[src/rtl/axi_default_slave_pkg.sv]
// Shared AXI widths, response codes and FSM state types for the default (DECERR) slave.
package axi_default_slave_pkg;

    localparam int unsigned AXI_ADDR_WIDTH = 32;
    localparam int unsigned AXI_DATA_WIDTH = 32;

    localparam logic [1:0] AXI_RESP_OKAY   = 2'b00;
    localparam logic [1:0] AXI_RESP_DECERR = 2'b11;

    typedef enum logic [1:0] {
        W_IDLE = 2'd0,
        W_DATA = 2'd1,
        W_RESP = 2'd2
    } w_state_t;

    typedef enum logic {
        R_IDLE = 1'b0,
        R_DATA = 1'b1
    } r_state_t;

endpackage

[src/rtl/axi_default_slave.sv]
// AXI4 responder for unmapped address windows: completes every write and read with DECERR.
// Write and read channels are independent FSMs, one outstanding transaction each.
module axi_default_slave
    import axi_default_slave_pkg::*;
#(
    parameter int unsigned ID_WIDTH   = 4,
    parameter int unsigned DATA_WIDTH = AXI_DATA_WIDTH
) (
    input  logic                      ACLK,
    input  logic                      ARESETn,

    input  logic [ID_WIDTH-1:0]       AWID,
    input  logic [AXI_ADDR_WIDTH-1:0] AWADDR,
    input  logic [7:0]                AWLEN,
    input  logic                      AWVALID,
    output logic                      AWREADY,

    input  logic [DATA_WIDTH-1:0]     WDATA,
    input  logic [DATA_WIDTH/8-1:0]   WSTRB,
    input  logic                      WLAST,
    input  logic                      WVALID,
    output logic                      WREADY,

    output logic [ID_WIDTH-1:0]       BID,
    output logic [1:0]                BRESP,
    output logic                      BVALID,
    input  logic                      BREADY,

    input  logic [ID_WIDTH-1:0]       ARID,
    input  logic [AXI_ADDR_WIDTH-1:0] ARADDR,
    input  logic [7:0]                ARLEN,
    input  logic                      ARVALID,
    output logic                      ARREADY,

    output logic [ID_WIDTH-1:0]       RID,
    output logic [DATA_WIDTH-1:0]     RDATA,
    output logic [1:0]                RRESP,
    output logic                      RLAST,
    output logic                      RVALID,
    input  logic                      RREADY
);

    w_state_t w_state, w_state_nxt;
    r_state_t r_state, r_state_nxt;

    logic [ID_WIDTH-1:0] bid_q;
    logic [ID_WIDTH-1:0] rid_q;
    logic [7:0]          r_cnt;

    logic aw_hs, w_last_hs, b_hs, ar_hs, r_hs;

    // Address, data and length fields are irrelevant to an error responder.
    logic unused_inputs;
    assign unused_inputs = ^{AWADDR, AWLEN, WDATA, WSTRB, ARADDR};

    // Handshakes are qualified by state-decoded ready/valid, so no input reaches an output.
    assign aw_hs     = AWVALID && AWREADY;
    assign w_last_hs = WVALID && WREADY && WLAST;
    assign b_hs      = BVALID && BREADY;
    assign ar_hs     = ARVALID && ARREADY;
    assign r_hs      = RVALID && RREADY;

    always_ff @(posedge ACLK or negedge ARESETn) begin
        if (!ARESETn) begin
            w_state <= W_IDLE;
            bid_q   <= '0;
        end else begin
            w_state <= w_state_nxt;
            if (aw_hs) bid_q <= AWID;
        end
    end

    always_comb begin
        w_state_nxt = w_state;
        AWREADY     = 1'b0;
        WREADY      = 1'b0;
        BVALID      = 1'b0;
        unique case (w_state)
            W_IDLE: begin
                AWREADY = 1'b1;
                if (aw_hs) w_state_nxt = W_DATA;
            end
            W_DATA: begin
                WREADY = 1'b1;
                if (w_last_hs) w_state_nxt = W_RESP;
            end
            W_RESP: begin
                BVALID = 1'b1;
                if (b_hs) w_state_nxt = W_IDLE;
            end
            default: w_state_nxt = W_IDLE;
        endcase
    end

    assign BID   = bid_q;
    assign BRESP = BVALID ? AXI_RESP_DECERR : AXI_RESP_OKAY;

    always_ff @(posedge ACLK or negedge ARESETn) begin
        if (!ARESETn) begin
            r_state <= R_IDLE;
            rid_q   <= '0;
            r_cnt   <= '0;
        end else begin
            r_state <= r_state_nxt;
            if (ar_hs) begin
                rid_q <= ARID;
                r_cnt <= ARLEN;
            end else if (r_hs && (r_cnt != 8'd0)) begin
                r_cnt <= r_cnt - 8'd1;
            end
        end
    end

    always_comb begin
        r_state_nxt = r_state;
        ARREADY     = 1'b0;
        RVALID      = 1'b0;
        RLAST       = 1'b0;
        unique case (r_state)
            R_IDLE: begin
                ARREADY = 1'b1;
                if (ar_hs) r_state_nxt = R_DATA;
            end
            R_DATA: begin
                RVALID = 1'b1;
                RLAST  = (r_cnt == 8'd0);
                if (r_hs && (r_cnt == 8'd0)) r_state_nxt = R_IDLE;
            end
            default: r_state_nxt = R_IDLE;
        endcase
    end

    assign RID   = rid_q;
    assign RDATA = '0;
    assign RRESP = RVALID ? AXI_RESP_DECERR : AXI_RESP_OKAY;

endmodule

[config.mk]
export PLATFORM = sky130hd
export DESIGN_NAME = axi_default_slave
export DESIGN_NICKNAME = d
export VERILOG_FILES = /design/src/rtl/axi_default_slave_pkg.sv /design/src/rtl/axi_default_slave.sv
export SDC_FILE = /design/constraint.sdc
export NUM_CORES = 1
export LEC_CHECK = 0
export BUFFER_PORTS_ARGS = -buffer_cell sky130_fd_sc_hd__buf_2
export CORE_AREA = 2 2 70 72
export DETAILED_ROUTE_END_ITERATION = 10
export DIE_AREA = 0 0 72 74
export PLACE_DENSITY = 0.84
export RECOVER_POWER = 25
export SYNTH_ARGS = -nofsm -noshare
export SYNTH_HDL_FRONTEND = slang
export SYNTH_SLANG_ARGS = --single-unit
[constraint.sdc]
create_clock -name ACLK -period 2.4 [get_ports ACLK]
set_input_delay 0.36 -clock ACLK [delete_from_list [all_inputs] [get_ports ACLK]]
set_output_delay 0.36 -clock ACLK [all_outputs]
set_load 0.05 [all_outputs]
==> results.json <==
{
  "dieArea_um2": 5328,
  "initial_utilization": 0.2716,
  "crit_family": "simple AND/OR/NAND/NOR gates",
  "status": "finished, final reports clean",
  "fin_skew_ns": 0.01080,
  "layoutNonFillerInstCount": 225,
  "finish.utilization": 0.3075,
  "power_uw": 1712,
  "postRouteAntennaNets": 0,
  "startpoint_type": "register",
  "clk_pin_slew_worst_paths_ns": 0.08,
  "fmax_mhz": 444.7,
  "drv_slew": 0,
  "htreeDepth": 1,
  "cts_buffer_depth": 2,
  "clock-sinks": 19,
  "portBuffers": 41,
  "path_buf_inv": 2,
  "clock-root-buffer": "clkbuf_8",
  "vias": 932,
  "slowest_stage": "dfrtp_1",
  "core_area_um2": 4598,
  "ys_seq_area_frac": 0.3808,
  "netlist_area_um2": 1249,
  "synthToLayoutAreaGrowth_pct": 13.23,
  "path_class": "register to output port",
  "grt.total_usage": 0.09203,
  "ff_latch_area_um2": 475.5,
  "reg2regPathDepth": 6,
  "final_cell_mix": "40 x buf_2, 32 x conb_1, 19 x dfrtp_1, 18 x nand2_1, 6 x a21oi_1",
  "drive_gt1_frac": 0.3158,
  "rsz0062_at_grt": "no",
  "required_ns": 2.04,
  "finalHoldViolCount": 0,
  "detail_route.first_pass.iterations": 4,
  "yosysWarnings": 0,
  "finalWirelength_um": 2349,
  "ir_drop_mv": 0.3625,
  "antenna_found_initial": 0,
  "grt_max_degree": 20,
  "cp.depth": 5,
  "drc_errors": 0,
  "grt_pass1_vias": 785,
  "syn_avg_cell_area_um2": 9.460,
  "wl_per_cell_um": 10.44,
  "p_per_area_nw_per_um2": 1211,
  "postCtsResizedCells": 0,
  "setup_violations": 0,
  "cp_max_fo": 5,
  "crit_path_end_kind": "output port",
  "ctsHoldBuffers": 0,
  "yosysTopAreaCell": "dfrtp_1",
  "synthDistinctLibCells": 38,
  "hpwl_um": 1835,
  "ys_ff_latch": 19,
  "postCtsSetupRepairBufs": 0,
  "power_leakage_uw": 0.0007071,
  "path_cells": "inv_1, ha_1, nor3b_2, and3_2, buf_2",
  "hold_path_class": "input pin to async pin",
  "finalCriticalPeriod_ns": 2.249,
  "clk_latency_ns": 0.26,
  "maxCapViolations": 0,
  "synth-main-ff-cell": "dfrtp_1",
  "cts_tree": "built",
  "arrival_ns": 1.89,
  "synth_top_cell_area_share": 0.3808,
  "grt-ovfl-total": 0,
  "dieHeight_um": 74,
  "async_flop_share": 1.000,
  "multi_input_area_um2": 591.8,
  "layout_commonest_cell": "buf_2",
  "num_rows": 25,
  "synth_edf_count": 0,
  "max_stage_delay_ns": 0.42,
  "drtIter0Drc": 53,
  "dieWidth_um": 72,
  "fin_nets": 305,
  "ys_top_cells_by_area": "dfrtp_1 38%, buf_4 22%, nand2_1 5.4%",
  "vias_per_cell": 4.142,
  "worst_pin_slew_ns": 1.049,
  "grt_pass1_wl_um": 3670,
  "dpl.cell_count": 221,
  "nFillCells": 486,
  "setup_tns_ns": 0,
  "min_period_over_period": 0.9369,
  "boundaryPins": 182,
  "gp_congestion": 0.7555,
  "relSlewSlack": 0.3004,
  "design_area_um2": 1414,
  "postPlaceCellArea_um2": 1366,
  "cts-buffers-inserted": 3,
  "syn-instance-count": 132,
  "diodes": 0
}
==> path summary, 6_finish.rpt <==
check	end	startpoint	slack (ns)
max reg2reg	r_cnt[1]	r_cnt[0]	0.49
max	RLAST	r_cnt[0]	0.15
min in group ACLK	RID[2]	ARID[2]	0.28
min reg2reg	RID[3]	RID[3]	0.48
min	r_cnt[4]	ARESETn	0.26
max in group asynchronous	w_state[1]	ARESETn	1.50
==> kinds of logic after synthesis <==
group | Yosys count | synth area share
AOI/OAI and AO/OA | 19 | 0.1203
xor gates and xnor gates | 5 | 0.03507
adders and majority gates | 1 | 0.01002
buffers and inverters | 43 | 0.2385
DFF | 19 | 0.3808
muxes | 4 | 0.03607
other | 1 | 0.003003
and+or+nand+nor | 40 | 0.1764
==> power by group <==
group	internal, uW	total [uW]	switching, uW
Clock	117	233	115
Sequential	461	592	131
Combinational	262	887	625
Total	840	1710	871
==> area by class of cell <==
type	count	share of cell area
Inverter	5	0.01327
Sequential cell	19	0.3363
Clock buffer	3	0.02920
Timing Repair Buffer	42	0.1496
Clock inverter	1	0.005310
Multi-Input combinational cell	101	0.4186
Tap cell	54	0.04779
==> registers in the layout, summed over array words and instances (netlist names) <==
signal and cells:
BID 4, r_cnt 8, r_state 1, w_state 2, RID 4
==> cell usage after synthesis (all sizes together), types with 2 or more instances <==
library cell	instances
buf	37
dfrtp	19
nand2	18
a21oi	6
inv	5
nor2	5
xnor2	5
mux2	4
nor2b	3
a2111oi	2
and3	2
nor3	2
nor4	2
o21ai	2
or2	2
==> routing by layer <==
| layer | vias to the layer above | part of all wire | global-route usage |
|---|---|---|---|
| met5 | - | 0 | 0 |
| met4 | 0 | 0.011 | 0.03145 |
| met3 | 2 | 0.086 | 0.02846 |
| met2 | 50 | 0.48 | 0.1553 |
| met1 | 424 | 0.42 | 0.1123 |
| li1 | 456 | - | - |
==> through the flow <==
stage / setup WS (ns) / hold WS, ns
final: 0.1514 / 0.2591
after detailed placement: 0.4241 / 0.3356
after global routing: 0.01675 / 0.2818
after CTS: 0.1312 / 0.04817
after global placement: 0.4727 / 0.3304
after floorplan: 0.4124 / 0.06441
No activity file was read; power rests on OpenSTA's default activity.
